### src/rtl/spi_pkg.sv
// Shared definitions for the SPI master family: FSM states, default frame field widths
// and the select-width helper.
package spi_pkg;

   typedef enum logic [2:0] {
      IDLE,
      SCAN,
      SETUP,
      SHIFT,
      HOLD,
      PUBLISH
   } spi_state_t;

   localparam int DEF_INDEX_BITS = 12;
   localparam int DEF_ID_BITS    = 4;

   // A single slave still needs a one-bit select bus.
   function automatic int sel_width(input int n);
      return (n > 1) ? $clog2(n) : 1;
   endfunction

endpackage

### src/rtl/spi_sclk_gen.sv
// SCLK generator: toggles every CLK_DIV clocks while enabled and flags the edge about to occur.
// The first toggle happens in the first enabled cycle, so the caller enables one cycle early.
module spi_sclk_gen #(
   parameter int CLK_DIV = 4
) (
   input  logic clk,
   input  logic srst,
   input  logic en,
   input  logic cpol,
   output logic sclk,
   output logic lead_stb,
   output logic trail_stb
);

   localparam int CNT_W = (CLK_DIV > 1) ? $clog2(CLK_DIV) : 1;

   logic [CNT_W-1:0] cnt_reg;
   logic             sclk_reg;
   logic             tick;

   assign tick      = en && (cnt_reg == CNT_W'(CLK_DIV - 1));
   assign lead_stb  = tick && (sclk_reg == cpol);
   assign trail_stb = tick && (sclk_reg != cpol);
   assign sclk      = sclk_reg;

   always_ff @(posedge clk) begin
      if (srst) begin
         cnt_reg  <= CNT_W'(CLK_DIV - 1);
         sclk_reg <= cpol;
      end else if (!en) begin
         cnt_reg  <= CNT_W'(CLK_DIV - 1);
         sclk_reg <= cpol;
      end else if (tick) begin
         cnt_reg  <= '0;
         sclk_reg <= ~sclk_reg;
      end else begin
         cnt_reg  <= cnt_reg + 1'b1;
      end
   end

endmodule

### src/rtl/spi_multi_request_data.sv
// Multi-slave SPI receive master: one start sweeps every enabled slave in ascending order,
// reads one frame each and publishes it as sin_index/uart_id with an ID-consistency flag.
module spi_multi_request_data
   import spi_pkg::*;
#(
   parameter int N_SLAVES   = 3,
   parameter int INDEX_BITS = DEF_INDEX_BITS,
   parameter int ID_BITS    = DEF_ID_BITS,
   parameter int CLK_DIV    = 4,
   parameter int CS_SETUP   = 2,
   parameter int CS_HOLD    = 2,
   parameter bit CPOL       = 1'b0
) (
   input  logic                             clk,
   input  logic                             reset,
   input  logic                             start_transfer,
   input  logic [N_SLAVES-1:0]              slave_en,
   input  logic [N_SLAVES-1:0]              miso,
   output logic [N_SLAVES-1:0]              spi_clk,
   output logic [N_SLAVES-1:0]              cs_n,
   output logic                             busy,
   output logic                             data_valid,
   output logic [sel_width(N_SLAVES)-1:0]   slave_sel,
   output logic [INDEX_BITS-1:0]            sin_index,
   output logic [ID_BITS-1:0]               uart_id,
   output logic                             id_mismatch,
   output logic                             sweep_done
);

   localparam int SEL_W      = sel_width(N_SLAVES);
   localparam int FRAME_BITS = INDEX_BITS + ID_BITS;
   localparam int SHIFT_CYC  = 2 * CLK_DIV * FRAME_BITS;
   localparam int TMR_W      = $clog2(SHIFT_CYC + CS_SETUP + CS_HOLD + 1);
   localparam int BIT_W      = $clog2(FRAME_BITS + 1);

   spi_state_t              state_reg, state_next;
   logic [N_SLAVES-1:0]     mask_reg;
   logic [SEL_W-1:0]        cur_sel_reg;
   logic [SEL_W-1:0]        lowest_sel;
   logic [TMR_W-1:0]        tmr_reg;
   logic [BIT_W-1:0]        bit_cnt_reg;
   logic [FRAME_BITS-1:0]   shreg_reg;
   logic [N_SLAVES-1:0]     cs_n_reg;
   logic                    busy_reg;
   logic                    data_valid_reg;
   logic                    sweep_done_reg;
   logic [SEL_W-1:0]        slave_sel_reg;
   logic [INDEX_BITS-1:0]   sin_index_reg;
   logic [ID_BITS-1:0]      uart_id_reg;
   logic                    id_mismatch_reg;
   logic                    tmr_zero;
   logic                    gen_en;
   logic                    sclk;
   logic                    lead_stb;
   logic                    trail_stb;

   assign tmr_zero = (tmr_reg == '0);
   // Enabling in the last SETUP cycle puts the first leading edge exactly CS_SETUP clocks after cs_n falls.
   assign gen_en   = ((state_reg == SETUP) && tmr_zero) ||
                     ((state_reg == SHIFT) && (bit_cnt_reg != BIT_W'(FRAME_BITS)));

   spi_sclk_gen #(
      .CLK_DIV (CLK_DIV)
   ) u_sclk_gen (
      .clk       (clk),
      .srst      (reset),
      .en        (gen_en),
      .cpol      (CPOL),
      .sclk      (sclk),
      .lead_stb  (lead_stb),
      .trail_stb (trail_stb)
   );

   genvar gi;
   generate
      for (gi = 0; gi < N_SLAVES; gi++) begin : g_slave
         assign spi_clk[gi] = (cur_sel_reg == SEL_W'(gi)) ? sclk : CPOL;
         assign cs_n[gi]    = cs_n_reg[gi];
      end
   endgenerate

   assign busy        = busy_reg;
   assign data_valid  = data_valid_reg;
   assign sweep_done  = sweep_done_reg;
   assign slave_sel   = slave_sel_reg;
   assign sin_index   = sin_index_reg;
   assign uart_id     = uart_id_reg;
   assign id_mismatch = id_mismatch_reg;

   // Descending scan so the lowest set bit is the final assignment.
   always_comb begin
      lowest_sel = '0;
      for (int i = N_SLAVES - 1; i >= 0; i--) begin
         if (mask_reg[i]) lowest_sel = SEL_W'(i);
      end
   end

   always_ff @(posedge clk) begin
      if (reset) state_reg <= IDLE;
      else       state_reg <= state_next;
   end

   always_comb begin
      state_next = state_reg;
      case (state_reg)
         IDLE:    if (start_transfer) state_next = SCAN;
         SCAN:    state_next = (mask_reg == '0) ? IDLE : SETUP;
         SETUP:   if (tmr_zero) state_next = SHIFT;
         SHIFT:   if (tmr_zero) state_next = HOLD;
         HOLD:    if (tmr_zero) state_next = PUBLISH;
         PUBLISH: state_next = SCAN;
         default: state_next = IDLE;
      endcase
   end

   always_ff @(posedge clk) begin
      if (reset) begin
         mask_reg        <= '0;
         cur_sel_reg     <= '0;
         tmr_reg         <= '0;
         bit_cnt_reg     <= '0;
         shreg_reg       <= '0;
         cs_n_reg        <= '1;
         busy_reg        <= 1'b0;
         data_valid_reg  <= 1'b0;
         sweep_done_reg  <= 1'b0;
         slave_sel_reg   <= '0;
         sin_index_reg   <= '0;
         uart_id_reg     <= '0;
         id_mismatch_reg <= 1'b0;
      end else begin
         data_valid_reg <= 1'b0;
         sweep_done_reg <= 1'b0;
         if (lead_stb)  shreg_reg   <= {shreg_reg[FRAME_BITS-2:0], miso[cur_sel_reg]};
         if (trail_stb) bit_cnt_reg <= bit_cnt_reg + 1'b1;
         case (state_reg)
            IDLE: begin
               if (start_transfer) begin
                  mask_reg <= slave_en;
                  busy_reg <= 1'b1;
               end
            end
            SCAN: begin
               if (mask_reg == '0) begin
                  sweep_done_reg <= 1'b1;
                  busy_reg       <= 1'b0;
               end else begin
                  cur_sel_reg <= lowest_sel;
                  cs_n_reg    <= ~(N_SLAVES'(1) << lowest_sel);
                  tmr_reg     <= TMR_W'(CS_SETUP - 1);
                  bit_cnt_reg <= '0;
               end
            end
            SETUP:   tmr_reg <= tmr_zero ? TMR_W'(SHIFT_CYC - 1) : tmr_reg - 1'b1;
            SHIFT:   tmr_reg <= tmr_zero ? TMR_W'(CS_HOLD - 1) : tmr_reg - 1'b1;
            HOLD: begin
               if (tmr_zero) cs_n_reg <= '1;
               else          tmr_reg  <= tmr_reg - 1'b1;
            end
            PUBLISH: begin
               sin_index_reg         <= shreg_reg[FRAME_BITS-1:ID_BITS];
               uart_id_reg           <= shreg_reg[ID_BITS-1:0];
               slave_sel_reg         <= cur_sel_reg;
               id_mismatch_reg       <= 32'(shreg_reg[ID_BITS-1:0]) != 32'(cur_sel_reg);
               data_valid_reg        <= 1'b1;
               mask_reg[cur_sel_reg] <= 1'b0;
            end
            default: ;
         endcase
      end
   end

endmodule

### config.mk
export PLATFORM = sky130hd
export DESIGN_NAME = spi_multi_request_data
export DESIGN_NICKNAME = d
export VERILOG_FILES = /design/src/rtl/spi_pkg.sv /design/src/rtl/spi_sclk_gen.sv /design/src/rtl/spi_multi_request_data.sv
export SDC_FILE = /design/constraint.sdc
export NUM_CORES = 1
export LEC_CHECK = 0
export CAP_MARGIN = 40
export CORE_MARGIN = 4
export CORE_UTILIZATION = 59
export DETAILED_ROUTE_END_ITERATION = 8
export GPL_ROUTABILITY_DRIVEN = 0
export HOLD_SLACK_MARGIN = 0.12
export MAX_ROUTING_LAYER = met4
export PLACE_DENSITY = 0.93
export RECOVER_POWER = 100
export REMOVE_ABC_BUFFERS = 1
export SYNTH_ARGS = -nofsm -noshare
export SYNTH_HDL_FRONTEND = slang
export SYNTH_SLANG_ARGS = --single-unit
### constraint.sdc
create_clock -name clk -period 5.66 [get_ports clk]
set_input_delay 0.849 -clock clk [delete_from_list [all_inputs] [get_ports clk]]
set_output_delay 0.849 -clock clk [all_outputs]
set_load 0.03 [all_outputs]
---- Word-level counts from Yosys, hierarchy flattened ----
Index checks and enable logic that the tools add are counted.
Widths: inputs -> output; s select.
operators by class
  $add $sub $neg .......................... 3
  multiply operators ...................... 0
  divide/modulo/power cells ............... 0
  order comparisons ....................... 2
  equality and inequality tests ........... 17
  shift operators ......................... 1
  multiplexer cells ....................... 35
  bitwise operators ....................... 7
  reductions and logical operators ........ 23
operator list
  cell                 number
  $mux 8               4
  $pmux 8 s4           1
  $mux 3               7
  $pmux 3 s6           1
  $mux 5               3
  $ne 2x2->1 const B   7
  $pmux 3 s2           2
  $mux 2               5
  $mux 1               9
  $reduce_and 3->1     3
  $logic_not 8->1      1
  $sub 8x1->8 const B  1
  $eq 3x2->1 const B   2
  $eq 3x3->1 const B   2
  $logic_and 1x1->1    6
  $logic_not 3->1      2
  $not 3->3            2
  $reduce_bool 2->1    3
  $add 5x1->5 const B  1
  $ne 5x5->1 const B   1
  $eq 2x2->1 const B   2
  $ne 4x2->1           1
  $not 1->1            4
  $reduce_and 2->1     2
  other kinds (15)     16
word-level totals
  register bits after elaboration ......... 65
  bits in latches ......................... 0
  RAM bits ................................ 0
  ROM bits ................................ 0
  bits of input ports ..................... 9
  output and inout port bits .............. 28
  word-level logic and storage cells ...... 104
  memories ................................ 0

---- Logic depth before layout (Yosys ltp) ----
Gate-level depths: netlist of run 1.
  word-level depth ........................ 8
  depth in mapped cells ................... 8
  mapped depth without buffers ............ 6

---- Modules after synthesis ----
Synthesis of run 1 repeated with hierarchy kept, for this count alone.
unflattened totals
  cell total of the unflattened synthesis .. 344
  area, all modules ....................... 2871.5 um^2
by module, submodules not included
  module                  instances  cells each  area an instance (um^2)  seq. area each (um^2)
  spi_multi_request_data  1          330         2718.9                   1241.2
  spi_sclk_gen            1          14          152.6                    70.1

---- Least setup slack after synthesis of run 1 ----
No wires, ideal clock.
  kind .................................... register -> output
  start point ............................. reg cur_sel_reg[1]
  end point ............................... out spi_clk[2]
  arrival time ............................ 1.355 ns
  data required time ...................... 4.811 ns
  path slack .............................. 3.456 ns
  cell stages (with the launch flop) ...... 4
  buffers on the path ..................... 1
  cells stage by stage .................... dfxtp_1 clkbuf_1 inv_1 nor3b_1
on the way
  cells in the longest elaborated chain, start to end .. 2
ends and longest elaborated chain
  element                   RTL line                       RTL
  start: declaration        spi_multi_request_data.sv:38   logic [SEL_W-1:0] cur_sel_reg;
  start signal: assignment  spi_multi_request_data.sv:148  cur_sel_reg <= lowest_sel;
  $eq 2x2->1                spi_multi_request_data.sv:77   assign spi_clk[gi] = (cur_sel_reg == SEL_W'(gi)) ? sclk : CPOL;
  $mux 1                    spi_multi_request_data.sv:77
  end: declaration          spi_multi_request_data.sv:19   output logic [N_SLAVES-1:0] spi_clk,
Every way passes these cells.

==> key figures, run 1 <==
Synth
  – EDFF count, synth: 0
  – Post-synthesis async set-or-reset flop share: 0%
  – Yosys reg bits: 65
  – Post-synth top flop: dfxtp_1
  – Synth top area cells: dfxtp_1, a21oi_1, nand2_1
  – Mapped Cells: 354
  – Yosys warnings: 0
  – Post-synth top area share: 43.8%
  – Synth area leader: dfxtp_1
  – Avg Cell Area, Syn: 8.39 sq um
  – Register area share after synthesis: 43.8%
  – Synthesized area: 2970 sq um
  – Post-synth cell types: 63

Min path
  – Hold path startpoint: sin_index[1]
  – Min-Delay Path Class: flip-flop to flip-flop

Global routing
  – GR Util All Layers: 23.6%
  – Total gr overflow: 0
  – First-pass GRT wire length: 11300 um
  – Initial antenna violation count: 0
  – Vias in the first global route: 2443
  – Pin count of the biggest net entering global routing: 53

Critical path
  – Worst setup SP type: input pin
  – CP arrival: 3880 ps
  – R2R setup slack: 3210 ps
  – Worst r2r src: state_reg[0]
  – Crit Path Category: input pin to flip-flop
  – Setup crit end kind: flip-flop
  – CP max FO: 52
  – Crit. Startpoint: reset
  – WP data required: 5880 ps

Floorplanning
  – Die Width: 78.9 um
  – Core Region: 4790 sq um
  – Chip height: 78.9 um
  – Initial Utilization: 62.0%
  – Die area: 6230 sq um
  – Cell Rows: 25
  – # IOs: 37

CTS
  – Clock transition at path regs: 70 ps
  – Clock buffer depth: 2
  – CTS Root Cell: clkbuf_8
  – Clk_lat worst skew: 350 ps
  – Clock Sinks: 65
  – CTS tree: done
  – Inserted Clock Buffers: 9
  – Post-CTS Setup Bufs: 0
  – # hold bufs at CTS: 0
  – CTS resizes: 0
  – H-tree Lvls: 3

Power
  – Design Power: 1.05 mW
  – Pleak: 1.28 nW
  – PwrDens: 300 nW/um^2
  – VDD IR max: 0.233 mV

Route
  – DRT Pass-1 Iters: 5
  – Via-to-Cell Ratio: 5.98
  – Vias post-DR: 2709
  – 1st-iter DRT viols: 217
  – WL final: 6810 um
  – DRC violations left: 0
  – Antenna viol nets, final: 0
  – Wirelength per Cell: 15.0 um

Timing
  – Fmax: 273 MHz
  – Setup TNS: 0 ps
  – Final setup fails: 0
  – Final Skew: 7.95 ps
  – Slew @ Worst Pin: 2260 ps
  – Final worst path period share: 64.7%
  – Endpoints failing hold: 0
  – RSZ-0062 raised after global routing: false
  – Relative slew margins: -50.8%
  – Final min period: 3660 ps
  – Max-slew violations: 53

Place
  – PortBufs: 36
  – Dpl cell area: 3330 sq um
  – Detailed-placement wirelength estimate: 4390 um

Run status
  – Status: finished, violations left
  – Failing checks: capacitance limit, slew limit

Finish
  – Commonest non-fill, non-tap cell in the layout: dfxtp_1
  – Final instance area: 3520 sq um
  – Layout cells sized above 1: 8.55%
  – Layout area overhead: 18.6%
  – Filler cells: 370
  – Net count, final: 395
  – Largest register FFs: 16
  – Inserted Diodes: 0
  – Most frequent cells in the layout: dfxtp_1, a21oi_1, nand2_1

Run
  – Max-cap violations: 1
==> logic make-up (layout without fill, tap and decap cells) <==
logic type | Yosys count | in the layout | share of synthesized area (%)
muxes | 2 | 2 | 0.674
buffers and inverters | 37 | 69 | 5.31
xor gates and xnor gates | 3 | 3 | 0.885
adders and majority gates | 5 | 5 | 2.11
AOI/OAI and AO/OA | 115 | 115 | 24.2
and+or+nand+nor | 127 | 127 | 23.0
DFF | 65 | 65 | 43.8
==> cells in the mapped netlist (3+ instances only) <==
master and instances:
o31ai_1 3, nand2_1 50, nor2_1 11, ha_1 5
inv_1 13, o21ai_0 23, nor3b_1 4, buf_2 6
a31oi_1 4, dfxtp_1 65, clkbuf_1 16, a21oi_1 53
nand2b_1 4, nor3_1 5, or4_1 3, nand3_1 26
==> through the flow <==
stage | hold WS, ps | cells | utilization [%] | setup WS (ps)
2_1_floorplan | 422 | 330 | - | 3310
3_3_place_gp | 438 | 435 | 69.4 | 3140
3_5_place_dp | 446 | 437 | 69.6 | 3080
4_1_cts | 456 | 453 | 73.9 | 2970
5_1_grt | 472 | 453 | 73.6 | 1800
6_report | 450 | 453 | 73.6 | 2000
==> report_power, final <==
part | switching (mW) | internal, mW
combinational | 0.107 | 0.0580
sequential | 0.0180 | 0.468
clock | 0.188 | 0.216
total | 0.313 | 0.742
==> metal layers <==
layer  vias to the layer above  routed length (um)  global-route usage, %
met1                      1249                2960                   29.0
met5                         -                   0                      -
met2                       109                3290                   36.4
li1                       1336                   -                      -
met4                         0                 174                   13.4
met3                        15                 389                   4.65
==> worst paths after layout <==
kind	to	cells after the start
max	bit_cnt_reg[0]	5
min	sin_index[1]	2
max reg2reg	mask_reg[0]	4
min reg2reg	sin_index[1]	2
==> critical path: stages <==
cell           delay, ps
dlygate4sd3_1        520
clkbuf_1            1610
inv_1                460
nand2_1              360
a21oi_1               70
==> layout make-up <==
class | count | area [sq um] | share of cell area [%]
clock buffers | 10 | 138 | 3.91
clock inverters | 6 | 67.6 | 1.92
repair buffers | 40 | 383 | 10.9
inverters | 13 | 48.8 | 1.39
well taps | 67 | 83.8 | 2.38
multi-input cells | 252 | 1500 | 42.6
flip-flops and latches | 65 | 1300 | 37.0
Note: power is estimated with default switching activity, not from simulation.
==> run 2, diff against run 1 <==
CORE_UTILIZATION = 55   (was 59)
PLACE_DENSITY = 0.88   (was 0.93)
clock period = 3.7 ns   (was 5.66 ns; I/O delays follow)
==> run 2 against run 1 <==
The run still ends with capacitance limit, slew limit left. Sequential power up 53%. Clock power up 53%. First-iteration DRC count up 12%. Combinational power up 49%. Largest power group unchanged.
==> key figures, run 2 (synthesis gave the netlist of run 1 again) <==
Route
  – Wirelength per Cell: 15.0 um
  – DRC violations left: 0
  – WL final: 6860 um
  – Antenna viol nets, final: 0
  – Via-to-Cell Ratio: 6.03
  – 1st-iter DRT viols: 242
  – DRT Pass-1 Iters: 5
  – Vias post-DR: 2754

Timing
  – Worst setup margin: 943 ps
  – RSZ-0062 raised after global routing: false
  – Slew @ Worst Pin: 1530 ps
  – Fmax: 363 MHz
  – Relative slew margins: -2.25%
  – Final setup fails: 0
  – Final min period: 2760 ps
  – Max-slew violations: 25
  – Final Skew: 10.5 ps
  – Setup TNS: 0 ps
  – Endpoints failing hold: 0
  – Final worst path period share: 74.5%

Finish
  – Largest register FFs: 16
  – Finished Layout Cells: 457
  – Layout area overhead: 18.0%
  – Filler cells: 399
  – Most frequent cells in the layout: dfxtp_1, a21oi_1, nand2_1
  – Layout cells sized above 1: 8.53%
  – Inserted Diodes: 0
  – Commonest non-fill, non-tap cell in the layout: dfxtp_1
  – Net count, final: 396

Power
  – VDD IR max: 0.294 mV
  – PwrDens: 458 nW/um^2
  – Pleak: 1.28 nW

Floorplanning
  – Core Region: 5170 sq um
  – Die Width: 81.5 um
  – # IOs: 37
  – Die area: 6640 sq um
  – Cell Rows: 26
  – Chip height: 81.5 um
  – Initial Utilization: 57.4%

CTS
  – Inserted Clock Buffers: 9
  – Clock Sinks: 65
  – CTS resizes: 0
  – Clock buffer depth: 2
  – Post-CTS Setup Bufs: 0
  – CTS Root Cell: clkbuf_8
  – Clk_lat worst skew: 350 ps
  – CTS tree: done
  – H-tree Lvls: 3
  – Clock transition at path regs: 80 ps
  – # hold bufs at CTS: 0

Min path
  – Hold Crit Endpoint: u_sclk_gen.cnt_reg[0]
  – Hold path startpoint: u_sclk_gen.cnt_reg[0]
  – Hold path depth: 1
  – Min-Delay Path Class: flip-flop to flip-flop

Critical path
  – Setup crit end kind: flip-flop
  – RR Endpoint: shreg_reg[7]
  – WP data required: 3990 ps
  – Worst setup SP type: flip-flop
  – Crit-path leading delay family: compound AO/OA/AOI/OAI gates
  – FF-to-FF path depth: 6
  – Most frequent CP cell: a21oi_1
  – Crit Path Category: flip-flop to flip-flop
  – Worst r2r src: tmr_reg[0]
  – R2R setup slack: 940 ps
  – Buf/Inv on CP: 1
  – Largest stage delay, worst path: 1190 ps
  – CP max FO: 24
  – CP arrival: 3040 ps
  – Crit-path cells: inv_1 -> ha_1 -> nor3b_1 -> a21oi_1 -> o21ai_0 -> a21oi_1
  – Slowest cell on crit path: a21oi_1

Global routing
  – Pin count of the biggest net entering global routing: 28
  – Initial antenna violation count: 0
  – First-pass GRT wire length: 11100 um
  – Total gr overflow: 0
  – Vias in the first global route: 2453
  – GR Util All Layers: 22.5%

Run status
  – Status: finished, violations left
  – Failing checks: capacitance limit, slew limit

Run
  – Max-cap violations: 1

Place
  – Placed cells: 440
  – Detailed-placement wirelength estimate: 4410 um
  – Post-place setup slack: 1500 ps
  – PortBufs: 36
==> run 2: cell count changes in the layout (fill, tap and decap cells not counted), sizes merged <==
cell	before	now
clkbuf	11	12
clkinv	3	2
clkinvlp	2	1
dlygate4sd3	29	28
inv	13	16
==> run 2: layout make-up <==
cell class	count	area [sq um]	area share, %
Inverter	13	48.8	1.39
Clock inverter	7	77.6	2.21
Tap cell	70	87.6	2.50
Multi-Input combinational cell	252	1480	42.3
Sequential cell	65	1300	37.1
Timing Repair Buffer	41	383	10.9
Clock buffer	9	124	3.53
==> run 2: through the flow <==
stage               total power, mW  instance area, sq um  util (%)  hold WS (ps)
floorplan                     0.925                  2860         -           422
global placement               1.00                  3330      64.3           434
detailed placement             1.01                  3340      64.5           445
CTS                            1.62                  3540      68.4           456
global route                   1.67                  3500      67.8           466
finish                         1.61                  3500      67.8           452
==> run 2: how the worst max path moves through the flow <==
stage,startpoint,to,cells after the start,slack [ps]
floorplan,tmr_reg[0],shreg_reg[0],6,1350
global placement,state_reg[0],mask_reg[0],4,1450
detailed placement,state_reg[0],tmr_reg[2],4,1500
CTS,cur_sel_reg[1],spi_clk[2],3,1230
global route,tmr_reg[0],shreg_reg[7],6,660
finish,tmr_reg[0],shreg_reg[7],6,940
==> run 2: layer usage <==
metal / global-route usage (%) / part of all wire, % / up-vias
met4: 11.5 / 2.2 / 0
met5: - / 0 / -
met2: 37.0 / 49 / 115
met3: 4.17 / 6.7 / 17
met1: 26.2 / 42 / 1283
li1: - / - / 1339
==> run 2: report_power, final <==
part / internal, mW / total [mW] / leakage (nW) / switching [mW]
combinational: 0.0824 / 0.246 / 0.651 / 0.164
clock: 0.318 / 0.617 / 0.101 / 0.300
sequential: 0.716 / 0.743 / 0.525 / 0.0265
total: 1.12 / 1.61 / 1.28 / 0.490
==> run 3, diff against run 2 <==
CORE_UTILIZATION = 50   (was 55)
PLACE_DENSITY = 0.85   (was 0.88)
clock period = 2.25 ns   (was 3.7 ns; I/O delays follow)
==> run 3 against run 2 <==
The flow now finishes without violations. Cell count is 2.0% higher. Sequential power grew 63%. Setup slack got worse by 810 ps. Worst hold slack worse by 110 ps. Count of clock-buffer cells in the layout stayed put. First-iteration DRC count fell by 13%. Non-clock buffer count is 7 higher. Global-route usage shrank 1.7 points. Register-to-register slack got worse by 780 ps. Critical path depth fell by 4. Design area up 2.6%.
==> key figures, run 3 (synthesis gave the netlist of run 1 again) <==
Timing
  – Final worst path period share: 94.1%
  – Final setup fails: 0
  – Endpoints failing hold: 0
  – Slew @ Worst Pin: 530 ps
  – Fmax: 472 MHz
  – Final min period: 2120 ps
  – Max-slew violations: 0
  – Relative slew margins: 64.6%
  – Final Skew: 9.30 ps
  – RSZ-0062 raised after global routing: false
  – Worst setup margin: 133 ps
  – Fin Hold WS: 344 ps

CTS
  – # hold bufs at CTS: 0
  – Post-CTS Setup Bufs: 0
  – CTS resizes: 0
  – CTS tree: done
  – Clock transition at path regs: 80 ps
  – CTS Root Cell: clkbuf_8
  – Inserted Clock Buffers: 9
  – H-tree Lvls: 3
  – Clock Sinks: 65
  – Clock buffer depth: 2
  – Clk_lat worst skew: 340 ps

Min path
  – Min-Delay Path Class: input pin to flip-flop

Finish
  – Commonest non-fill, non-tap cell in the layout: dfxtp_1
  – Finished Layout Cells: 466
  – Most frequent cells in the layout: dfxtp_1, a21oi_1, nand2_1
  – Layout cells sized above 1: 10.7%
  – Largest register FFs: 16
  – Net count, final: 403
  – Layout area overhead: 21.2%
  – Core Util, Final: 63.8%
  – Filler cells: 441
  – Inserted Diodes: 0

Route
  – DRT Pass-1 Iters: 5
  – 1st-iter DRT viols: 210
  – DRC violations left: 0
  – Via-to-Cell Ratio: 5.86
  – WL final: 6850 um
  – Vias post-DR: 2731
  – Wirelength per Cell: 14.7 um
  – Antenna viol nets, final: 0

Critical path
  – Setup crit end kind: output pin
  – CP arrival: 1780 ps
  – Worst setup SP type: flip-flop
  – Crit Path Category: flip-flop to output pin
  – CP max FO: 10
  – WP data required: 1910 ps

Floorplanning
  – Chip height: 85.1 um
  – Cell Rows: 27
  – Initial Utilization: 52.6%
  – Die area: 7240 sq um
  – Die Width: 85.1 um
  – # IOs: 37
  – Core Region: 5640 sq um

Global routing
  – First-pass GRT wire length: 12100 um
  – GR met3 Demand/Resource: 3.59%
  – Total gr overflow: 0
  – Initial antenna violation count: 0
  – Vias in the first global route: 2662
  – Most Crowded Layer GR: met2
  – GR Util All Layers: 20.7%
  – M1 GR Usage: 25.5%
  – Pin count of the biggest net entering global routing: 35
  – Met2 Use GR: 32.8%

Power
  – Sw power: 0.815 mW
  – Net Sw Frac: 30.3%
  – PwrDens: 749 nW/um^2
  – P_int: 1.88 mW
  – Reg power frac: 45.1%
  – Pleak: 1.32 nW
  – Power share of the clock group: 37.5%
  – Logic pwr share: 17.4%
  – VDD IR max: 0.475 mV
  – Design Power: 2.69 mW

Place
  – PortBufs: 36
  – Detailed-placement wirelength estimate: 4600 um
  – Post-place setup slack: 143 ps
  – Placed cells: 449

Run
  – Max-cap violations: 0

Run status
  – Status: finished, final reports clean
-- run 3: worst paths after layout --
| check | slack (ps) | start | depth (start not counted) | endpoint |
|---|---|---|---|---|
| worst max-delay path | 130 | cur_sel_reg[0] | 2 | spi_clk[1] |
| worst max register to register | 160 | tmr_reg[0] | 7 | state_reg[0] |
| worst min register to register | 450 | slave_sel[0] | 2 | slave_sel[0] |
| worst min-delay path | 340 | reset | 3 | cs_n[0] |
-- run 3: worst max-delay path: stages (launching register included) --
cell and delay [ps]:
dfxtp_1 560, and3_1 220, clkdlybuf4s50_1 660
-- run 3: layer usage --
metal  routed length, um  part of all wire [%]
met1                3040                    44
met5                   0                     0
met3                 348                   5.1
met4                 121                   1.8
met2                3330                    49
-- run 3: final cells by class --
| cell class | instances | area [sq um] | share of cell area [%] |
|---|---|---|---|
| clock inverter | 7 | 78.8 | 2.19 |
| sequential | 65 | 1300 | 36.2 |
| multi-input combinational | 252 | 1520 | 42.2 |
| inverter | 13 | 48.8 | 1.36 |
| timing repair buffer | 48 | 438 | 12.2 |
| tap | 72 | 90.1 | 2.50 |
| clock buffer | 9 | 124 | 3.44 |
-- run 3: stage by stage --
stage	setup TNS [ps]	instance area, sq um
global placement	0	3400
CTS	0	3600
floorplan	-155	2860
global route	0	3600
finish	0	3600
detailed placement	0	3400
-- run 3: power groups by stage --
| stage | registers [mW] | clock network (mW) | logic (mW) |
|---|---|---|---|
| after floorplan | 1.25 | 0 | 0.271 |
| after global placement | 1.24 | 0 | 0.445 |
| after detailed placement | 1.24 | 0 | 0.449 |
| after CTS | 1.21 | 1.03 | 0.451 |
| after global routing | 1.22 | 1.08 | 0.513 |
| final | 1.21 | 1.01 | 0.469 |
